--- src/rtl/dmem_req_ctrl_pkg.sv ---
// Shared encodings for the data-memory request controller: bus size codes and FSM states.
package dmem_req_ctrl_pkg;

  localparam logic [1:0] SZ_BYTE = 2'd0;
  localparam logic [1:0] SZ_HALF = 2'd1;
  localparam logic [1:0] SZ_WORD = 2'd2;

  typedef enum logic [1:0] {
    S_IDLE = 2'd0,
    S_ADDR = 2'd1,
    S_DATA = 2'd2,
    S_DONE = 2'd3
  } state_e;

endpackage

--- src/rtl/dmem_req_ctrl_align.sv ---
// Combinational misalignment detector: flags AdEL/AdES for half/word accesses off their
// natural boundary and for stores whose lane formatter produced no byte enables.
module dmem_align_check
  import dmem_req_ctrl_pkg::*;
#(
  parameter int DATA_W = 32
) (
  input  logic                req_valid,
  input  logic                req_wr,
  input  logic [1:0]          req_size,
  input  logic [1:0]          addr_lo,
  input  logic [DATA_W/8-1:0] req_wstrb,
  output logic                addr_err
);

  logic half_bad;
  logic word_bad;
  logic strb_bad;

  assign half_bad = (req_size == SZ_HALF) & addr_lo[0];
  assign word_bad = (req_size == SZ_WORD) & (addr_lo != 2'b00);
  assign strb_bad = req_wr & (req_wstrb == '0);
  assign addr_err = req_valid & (half_bad | word_bad | strb_bad);

endmodule

--- src/rtl/dmem_req_ctrl.sv ---
// M-stage data-memory controller: one SRAM-like req/addr_ok/data_ok transaction per load/store.
// Optional macro DMEM_PERF_CNT_EN adds completed-access and stall-cycle counters.
module dmem_req_ctrl
  import dmem_req_ctrl_pkg::*;
#(
  parameter int ADDR_W = 32,
  parameter int DATA_W = 32
) (
  input  logic                clk,
  input  logic                rst,
  input  logic                req_valid_i,
  input  logic                req_wr_i,
  input  logic [1:0]          req_size_i,
  input  logic [ADDR_W-1:0]   req_addr_i,
  input  logic [DATA_W-1:0]   req_wdata_i,
  input  logic [DATA_W/8-1:0] req_wstrb_i,
  input  logic                hold_i,
  input  logic                flush_i,
  output logic                stall_o,
  output logic [DATA_W-1:0]   rdata_o,
  output logic                addr_err_o,
  output logic                data_req,
  output logic                data_wr,
  output logic [1:0]          data_size,
  output logic [ADDR_W-1:0]   data_addr,
  output logic [DATA_W-1:0]   data_wdata,
  output logic [DATA_W/8-1:0] data_wstrb,
  input  logic                data_addr_ok,
  input  logic                data_data_ok,
  input  logic [DATA_W-1:0]   data_rdata
`ifdef DMEM_PERF_CNT_EN
  ,
  output logic [31:0]         perf_acc_cnt,
  output logic [31:0]         perf_stall_cnt
`endif
);

  state_e state;
  logic   cancel;
  logic   issue;

  dmem_align_check #(.DATA_W(DATA_W)) u_align (
    .req_valid (req_valid_i),
    .req_wr    (req_wr_i),
    .req_size  (req_size_i),
    .addr_lo   (req_addr_i[1:0]),
    .req_wstrb (req_wstrb_i),
    .addr_err  (addr_err_o)
  );

  assign issue = req_valid_i & ~addr_err_o & ~flush_i;

  // Stall is released in the data_ok cycle itself so the stage advances with the fresh data.
  always_comb begin
    stall_o = 1'b0;
    unique case (state)
      S_IDLE:  stall_o = issue;
      S_ADDR:  stall_o = 1'b1;
      S_DATA:  stall_o = ~(data_data_ok & ~cancel);
      default: stall_o = 1'b0;
    endcase
    if (rst) stall_o = 1'b0;
  end

  always_ff @(posedge clk or posedge rst) begin
    if (rst) begin
      state      <= S_IDLE;
      cancel     <= 1'b0;
      data_req   <= 1'b0;
      data_wr    <= 1'b0;
      data_size  <= 2'd0;
      data_addr  <= '0;
      data_wdata <= '0;
      data_wstrb <= '0;
      rdata_o    <= '0;
    end else begin
      unique case (state)
        S_IDLE: begin
          if (issue) begin
            data_req   <= 1'b1;
            data_wr    <= req_wr_i;
            data_size  <= req_size_i;
            data_addr  <= req_addr_i;
            data_wdata <= req_wdata_i;
            data_wstrb <= req_wr_i ? req_wstrb_i : '0;
            cancel     <= 1'b0;
            state      <= S_ADDR;
          end
        end
        // The request stays up until accepted even when flushed; the bus cannot take it back.
        S_ADDR: begin
          if (flush_i) cancel <= 1'b1;
          if (data_addr_ok) begin
            data_req <= 1'b0;
            state    <= S_DATA;
          end
        end
        S_DATA: begin
          if (data_data_ok) begin
            if (~cancel & ~data_wr) rdata_o <= data_rdata;
            state  <= (hold_i & ~cancel) ? S_DONE : S_IDLE;
            cancel <= 1'b0;
          end else if (flush_i) begin
            cancel <= 1'b1;
          end
        end
        S_DONE: begin
          if (~hold_i | flush_i) state <= S_IDLE;
        end
        default: state <= S_IDLE;
      endcase
    end
  end

`ifdef DMEM_PERF_CNT_EN
  always_ff @(posedge clk or posedge rst) begin
    if (rst) begin
      perf_acc_cnt   <= '0;
      perf_stall_cnt <= '0;
    end else begin
      if ((state == S_DATA) & data_data_ok & ~cancel) perf_acc_cnt <= perf_acc_cnt + 32'd1;
      if (stall_o) perf_stall_cnt <= perf_stall_cnt + 32'd1;
    end
  end
`endif

endmodule

--- config.mk ---
export PLATFORM = sky130hd
export DESIGN_NAME = dmem_req_ctrl
export DESIGN_NICKNAME = d
export VERILOG_FILES = /design/src/rtl/dmem_req_ctrl_pkg.sv /design/src/rtl/dmem_req_ctrl_align.sv /design/src/rtl/dmem_req_ctrl.sv
export SDC_FILE = /design/constraint.sdc
export NUM_CORES = 1
export LEC_CHECK = 0
export BUFFER_PORTS_ARGS = -buffer_cell sky130_fd_sc_hd__clkbuf_2
export CORE_UTILIZATION = 49
export DETAILED_ROUTE_END_ITERATION = 12
export HOLD_SLACK_MARGIN = 0.06
export PLACE_DENSITY = 0.85
export RECOVER_POWER = 100
export SETUP_SLACK_MARGIN = 0.15
export SYNTH_ARGS = -nofsm -noshare
export SYNTH_HDL_FRONTEND = slang
export SYNTH_SLANG_ARGS = --single-unit
--- constraint.sdc ---
create_clock -name clk -period 10.3 [get_ports clk]
set_input_delay 3.09 -clock clk [delete_from_list [all_inputs] [get_ports clk]]
set_output_delay 3.09 -clock clk [all_outputs]
set_load 0.01 [all_outputs]
# == Word level (Yosys, flattened, before mapping) ==
# Index checks and enable logic that the tools add are counted.
# totals
out_inout_bits,106
regBits,107
# classes
n_reduce_logical,10
bitwise,18
n_mux,16
n_eq_ne,9
# op_table
cell,count
$mux 2,5
$and 1x1->1,9
$ne 2x2->1 const B,4
$pmux 2 s4,1
$eq 2x2->1 const B,3
$mux 1,6
$not 1->1,6
$pmux 1 s3,2
$reduce_and 3->1,2
$eq 2x1->1 const B,2
$logic_not 4->1,1
$mux 4,1
$reduce_and 2->1,2
$reduce_and 4->1,1
$reduce_bool 2->1,2
$or 1x1->1,3
$reduce_bool 3->1,1
$logic_not 2->1,1
$pmux 1 s2,1

# == Longest topological paths before layout ==
# Gate-level depths: netlist (run 1).
# depth
word_depth,10
ltp_mapped,7
mapped_depth_nobuf,7

# == Modules after synthesis ==
# Synthesis (run 1) repeated with hierarchy kept, for this count alone.
# unflattened
hier_cells,270
hier_area_um2,4231.6
# modules_own_cells
module,area_per_inst_um2,seq_area_each_um2,n_inst,cells_each
dmem_req_ctrl,4187.8,2677.6,1,264
dmem_align_check,43.8,0.0,1,6

# == Worst setup path before layout (run 1) ==
# OpenSTA, ideal clock, no wires.
# synth_path
path_kind,input -> output
start,input req_wstrb_i[2]
end,output stall_o
path_slack_ps,2967
path_buffers,2
arrival_time_ps,4243
required_ps,7210
stages,6
cell_sequence,nor2_1 a311oi_2 nand3_2 buf_6 buf_6 a211oi_1
# synth_between
elab_chain_len,9
# synth_rtl
item,line,source
from (decl),dmem_req_ctrl.sv:16,"input logic [DATA_W/8-1:0] req_wstrb_i,"
$logic_not 4->1,dmem_req_ctrl_align.sv:22,assign strb_bad = req_wr & (req_wstrb == '0);
$and 1x1->1,dmem_req_ctrl_align.sv:22,
$or 1x1->1,dmem_req_ctrl_align.sv:23,assign addr_err = req_valid & (half_bad | word_bad | strb_bad);
$and 1x1->1,dmem_req_ctrl_align.sv:23,
$not 1->1,dmem_req_ctrl.sv:51,assign issue = req_valid_i & ~addr_err_o & ~flush_i;
$and 1x1->1 (2 in series),dmem_req_ctrl.sv:51,
$pmux 1 s3,dmem_req_ctrl.sv:56,unique case (state)
$mux 1,dmem_req_ctrl.sv:62,if (rst) stall_o = 1'b0;
to (decl),dmem_req_ctrl.sv:19,"output logic stall_o,"
# Every way passes these cells.

# == Worst setup path in the final report (run 1) ==
# Same ends and word-level chain as after synthesis.

==> reports/metrics.yaml, run 1 <==
setup_viol: 0
dr.pass1.iters: 4
dp_hpwl_um: 7120
yosys-top-cells-count: "dfrtp_1 (107), mux2_2 (62), mux2_4 (30), nand2_1 (10), mux2_1 (7)"
diodes: 0
worst-setup-path-type: "in -> out"
rr_startpoint: "state[0]"
initial_utilization_pct: 51.9
failed_checks: "max-capacitance violations, max-slew violations"
path_clk_slew_ns: 0.09
synth_area_um2: 4350
synth_top_cell_area_share_pct: 61.6
htreeDepth: 3
finalWorstSetupSlack_ns: 2.82
postLayoutCellArea_um2: 5410
tightest_slew_ns: 3.84
core_area_um2: 8380
reg2reg_depth: 5
wl_um: 9290
hp-class: "reg -> reg"
final_util_pct: 64.6
cts.path.max_buffers: 2
final-max-slew-violation-count: 219
synth-edff-count: 0
endpoint: "stall_o"
ys_warn_count: 0
wl_per_cell_um: 15.4
cts_hold_buf: 0
clockPowerShare_pct: 15.0
grt.overflow.total: 0
place_ws_ns: 3.05
fp-row-count: 33
final_nets: 607
clk_latency_ns: 0.36
die_y_um: 96.2
numClockSinks: 107
antenna_found_initial: 0
combPwrFrac_pct: 37.7
vdd_drop_max_uv: 120
dpl_cell_area_um2: 5510
async_flop_share_pct: 100
cp-startpoint: "req_wstrb_i[2]"
synth_top_cell_by_area: "dfrtp_1"
cts_tree: "yes"
area_delta_synth_final_pct: 24.5
hold_ws_ns: 0.489
pwr-share-seq_pct: 47.3
max_slew_margin_pct: -156
power.density_nw_per_um2: 290
crit_path_start_kind: "input pin"
post_cts_resized: 0
crit_path_end_kind: "output pin"
required_ns: 7.21
leakagePower_uw: 0.00254
grt_pass1_vias: 3008
grt_pass1_wl_um: 14000
dieArea_um2: 9250
grt.total_usage_pct: 20.1
die_x_um: 96.2
fmax_mhz: 134
syn_nets: 389
drc: 0
drt-vias-per-instance: 4.93
swShare_pct: 36.5
crit_arrival_ns: 4.39
drtIter0Drc: 64
ioPinCount: 216
vias: 2970
synthTopCellsByArea: "dfrtp_1 (62%), mux2_2 (16%), mux2_4 (10%)"
clock-root-buffer: "clkbuf_8"
skew_ns: 0.0176
rsz0062_at_grt: "false"
cts_buffers: 9
cts_setup_buffers: 0
synth_most_common_cell: "dfrtp_1"
synth_seq_cells: 107
avgSynthCellArea_um2: 15.9
yosysSeqAreaShare_pct: 61.6
period_minus_slack_ns: 7.48
fillCellCount: 706
p_switching_uw: 574
layout_worst_path_cycle_share_pct: 72.6
hold_violations: 0
cap_viol_max_count: 4
finalSetupTns_ns: 0
gp_congestion: 0.825
grt_max_degree: 76
worstReg2RegEnd: "data_addr[28]"
synth.distinct_cells: 31
cp_max_fo: 4
ys.flop_type: "dfrtp_1"
port_buffers: 215
regToRegSetupSlack_ns: 6.00
status: "finished with violations"
drive_above_1_share_pct: 37.8
syn_inst: 274
ant_nets: 0
intPower_uw: 998
[flip-flops by register name, summed over array words and instances (netlist names)]
register,flops
cancel,1
data_addr,32
data_req,1
data_size,2
data_wdata,32
data_wr,1
data_wstrb,4
rdata_o,32
state,2
[per-stage QoR]
| stage | power [uW] | cells |
|---|---|---|
| floorplan | 1150 | 274 |
| global placement | 1420 | 586 |
| detailed placement | 1460 | 586 |
| CTS | 1700 | 602 |
| global route | 1690 | 602 |
| finish | 1570 | 602 |
[critical path: stages]
cell,delay (ns)
clkbuf_1,0.10
nor2_1,0.08
a311oi_1,0.61
nand3_4,0.11
a211oi_1,0.21
clkbuf_1,0.18
[power by group through the flow]
| stage | Combinational, uW | Sequential [uW] | Clock [uW] |
|---|---|---|---|
| 2_1_floorplan | 313 | 838 | 0 |
| 5_1_grt | 654 | 772 | 262 |
| 3_3_place_gp | 684 | 740 | 0 |
| 4_1_cts | 705 | 749 | 244 |
| 3_5_place_dp | 703 | 755 | 0 |
| 6_report | 593 | 743 | 236 |
[layout by cell type, fill, tap and decap left out, drive strengths merged]
master,n
o22ai,1
nand3,3
a21boi,2
a21oi,5
a31oi,1
o221ai,1
nor2b,1
o21a,1
nand2,10
nor3,2
and3b,1
a211oi,1
nand2b,1
o21ai,5
clkinvlp,2
clkinv,3
a311oi,1
mux2,99
o2bb2ai,1
xor2,1
nor2,5
nor3b,1
ha,5
a21bo,1
dfrtp,107
inv,8
clkbuf,227
or4,1
[cell type report]
cell class,instances,area (um2),area share [%]
tap,105,131,2.43
inverter,6,23.8,0.439
timing repair buffer,218,952,17.6
clock inverter,7,58.8,1.09
clock buffer,9,124,2.29
sequential,107,2680,49.5
multi-input combinational,150,1450,26.7
[routing by layer]
metal  up-vias  track usage [%]  share of wire [%]
met5         -                0                  0
met4         0             8.08                1.5
met3        14             6.24                9.4
met2       144             33.7                 49
met1      1414             24.0                 40
li1       1398                -                  -
[cell families (layout without fill, tap and decap cells)]
family | count (synthesis) | in the layout | synth area share [%]
buffers and inverters | 17 | 240 | 2.50
XOR/XNOR | 1 | 1 | 0.202
flip-flops | 107 | 107 | 61.6
adder cells (fa/ha/maj) | 5 | 5 | 1.44
AO/OA/AOI/OAI | 20 | 20 | 3.20
multiplexers | 99 | 99 | 28.2
AND/OR/NAND/NOR | 25 | 25 | 2.82
[how the worst min path moves through the flow]
stage	from	end	slack, ns	depth (start not counted)
after floorplan	cancel	cancel	0.50	2
after global placement	data_wstrb[1]	data_wstrb[1]	0.46	2
after detailed placement	data_wstrb[1]	data_wstrb[1]	0.47	2
after CTS	data_wstrb[1]	data_wstrb[1]	0.49	2
after global routing	rdata_o[8]	rdata_o[8]	0.52	1
final	data_wstrb[2]	data_wstrb[2]	0.49	2
Note: power is estimated with default switching activity, not from simulation.
==> run 2: changes to the inputs <==
--- a/config.mk
+++ b/config.mk
@@ -6,10 +6,10 @@
 export NUM_CORES = 1
 export LEC_CHECK = 0
 export BUFFER_PORTS_ARGS = -buffer_cell sky130_fd_sc_hd__clkbuf_2
-export CORE_UTILIZATION = 49
+export CORE_UTILIZATION = 41
 export DETAILED_ROUTE_END_ITERATION = 12
 export HOLD_SLACK_MARGIN = 0.06
-export PLACE_DENSITY = 0.85
+export PLACE_DENSITY = 0.76
 export RECOVER_POWER = 100
 export SETUP_SLACK_MARGIN = 0.15
 export SYNTH_ARGS = -nofsm -noshare
==> constraint.sdc (replaced) <==
create_clock -name clk -period 6.4 [get_ports clk]
set_input_delay 1.92 -clock clk [delete_from_list [all_inputs] [get_ports clk]]
set_output_delay 1.92 -clock clk [all_outputs]
set_load 0.01 [all_outputs]
==> reports/metrics.yaml, run 2 (synthesis results as in run 1) <==
met1_length_um: 3780  # +1.8%
status: "finished with violations"
die_y_um: 105  # +9.1%
cts_tree: "yes"
drive_above_1_share_pct: 38.0  # +0.20 points
power.total_uw: 2590  # +65%
clock-root-buffer: "clkbuf_8"
hold_violations: 0  # unchanged
wl_met3_um: 561  # -36%
rr_startpoint: "state[0]"
max_stage_delay_ns: 0.64  # +0.03 ns
rsz0062_at_grt: "false"
area_delta_synth_final_pct: 26.4
crit_path_end_kind: "output pin"
grt.overflow.total: 0  # unchanged
die_x_um: 105  # +9.1%
max_slew_margin_pct: -102  # +54 points
path_delay_family: "compound AO/OA/AOI/OAI gates"
postLayoutCellArea_um2: 5490  # +1.5%
final-max-slew-violation-count: 179  # -18%
period_minus_slack_ns: 5.17
swShare_pct: 34.9  # -1.6 points
dr.pass1.iters: 4  # unchanged
dp_hpwl_um: 6940  # -2.5%
finalSetupTns_ns: 0  # unchanged
crit_arrival_ns: 3.25  # -1.14 ns
htreeDepth: 3  # unchanged
leakagePower_uw: 0.00257  # +1.1%
combPwrFrac_pct: 36.4  # -1.3 points
critPathBufInv: 2  # unchanged
fmax_mhz: 193
final_common_cell: "clkbuf_1"
cts.path.max_buffers: 2  # unchanged
cts_hold_buf: 0  # unchanged
cts_buffers: 9  # unchanged
path_depth: 6  # unchanged
power.density_nw_per_um2: 472  # +62%
path_clk_slew_ns: 0.10  # about the same
dr_wl_met2_um: 4840  # +5.9%
p_switching_uw: 905  # +58%
crit_path_start_kind: "input pin"
dieArea_um2: 11000  # +19%
clk_latency_ns: 0.37  # about the same
min-delay-start: "data_wstrb[3]"
drt-vias-per-instance: 4.73  # -4.2%
hp-class: "reg -> reg"
worst-setup-path-type: "in -> out"
tightest_slew_ns: 3.01  # -0.832 ns
setup_viol: 0  # unchanged
ioPinCount: 216  # unchanged
cp_cell_sequence: "clkbuf_2 -> nor2_1 -> a311oi_1 -> nand3_4 -> a211oi_1 -> clkbuf_1"
port_buffers: 215  # unchanged
initial_utilization_pct: 42.1  # -9.8 points
reg.largest.list: "data_addr: 32 flops, data_wdata: 32 flops, rdata_o: 32 flops"
drtIter0Drc: 83  # +30%
cts_setup_buffers: 0  # unchanged
dpl_cell_area_um2: 5540  # +0.70%
grt_max_degree: 76  # unchanged
final_nets: 607  # unchanged
layout_worst_path_cycle_share_pct: 80.9
hold_ws_ns: 0.493  # +0.00462 ns
min_path_cells: 2  # unchanged
seq_area_um2: 2680  # unchanged
intPower_uw: 1690  # +69%
grt_pass1_vias: 3150  # +4.7%
numClockSinks: 107  # unchanged
antenna_found_initial: 0  # unchanged
cp-startpoint: "req_wstrb_i[3]"
post_cts_resized: 0  # unchanged
pwr-share-seq_pct: 46.1  # -1.2 points
grt.total_usage_pct: 17.6  # -2.5 points
mostFrequentLayoutCells: "clkbuf_1 (110), clkbuf_2 (109), dfrtp_1 (107)"
diodes: 0  # unchanged
clockPowerShare_pct: 17.5  # +2.5 points
grt_pass1_wl_um: 15000  # +7.0%
cp_max_fo: 4  # unchanged
core_area_um2: 10300  # +23%
fp-row-count: 37  # +12%
drc: 0  # unchanged
reg2reg_depth: 5  # unchanged
fillCellCount: 950  # +35%
wl_per_cell_um: 14.8  # -4.1%
cp_slowest_cell: "a311oi_1"
highest_layer: "met4"
required_ns: 4.48  # -2.73 ns
vdd_drop_max_uv: 213  # +77%
multi_input_area_um2: 1450  # unchanged
gp_congestion: 0.753  # -8.8%
wl_um: 9370  # +0.85%
vias: 2992  # +0.74%
skew_ns: 0.0113  # -0.00633 ns
cap_viol_max_count: 3  # -1
failed_checks: "max-capacitance violations, max-slew violations"
ant_nets: 0  # unchanged
run 2: worst paths after layout:
| kind | to | slack [ns] |
|---|---|---|
| max in group asynchronous | rdata_o[29] | 2.51 |
| worst max register to register | data_addr[17] | 3.53 |
| worst max-delay path | stall_o | 1.23 |
| worst min register to register | data_wstrb[3] | 0.49 |
| worst min-delay path | data_wstrb[3] | 0.49 |
| min in group asynchronous | rdata_o[20] | 2.38 |
run 2: layout make-up:
| class | instances | area share, % |
|---|---|---|
| Clock buffer | 12 | 2.64 |
| Clock inverter | 4 | 1.34 |
| Inverter | 6 | 0.433 |
| Multi-Input combinational cell | 150 | 26.3 |
| Sequential cell | 107 | 48.7 |
| Tap cell | 136 | 3.10 |
| Timing Repair Buffer | 218 | 17.4 |
run 2: routing by layer:
metal	up-vias	track usage [%]
li1	1397	-
met3	15	4.24
met2	118	31.2
met1	1462	20.1
met4	0	8.15
met5	-	0
run 2: through the flow:
stage                     setup WS (ns)  utilization (%)  instances
final                              1.23             53.2        633
after global placement             1.47             53.7        617
after global routing               1.14             53.2        633
after floorplan                    1.41                -        274
after CTS                          1.44             55.8        633
after detailed placement           1.44             53.7        617
run 2: worst min-delay path: stages, from the launching register on:
cell     delay, ns
dfrtp_1       0.36
nand2_1       0.05
o21ai_0       0.06
run 2: power by group through the flow:
stage                     combinational (uW)  sequential [uW]  clock (uW)
after global placement                  1100             1190           0
final                                    942             1200         454
after global routing                    1030             1240         493
after floorplan                          503             1350           0
after CTS                               1130             1200         471
after detailed placement                1120             1220           0
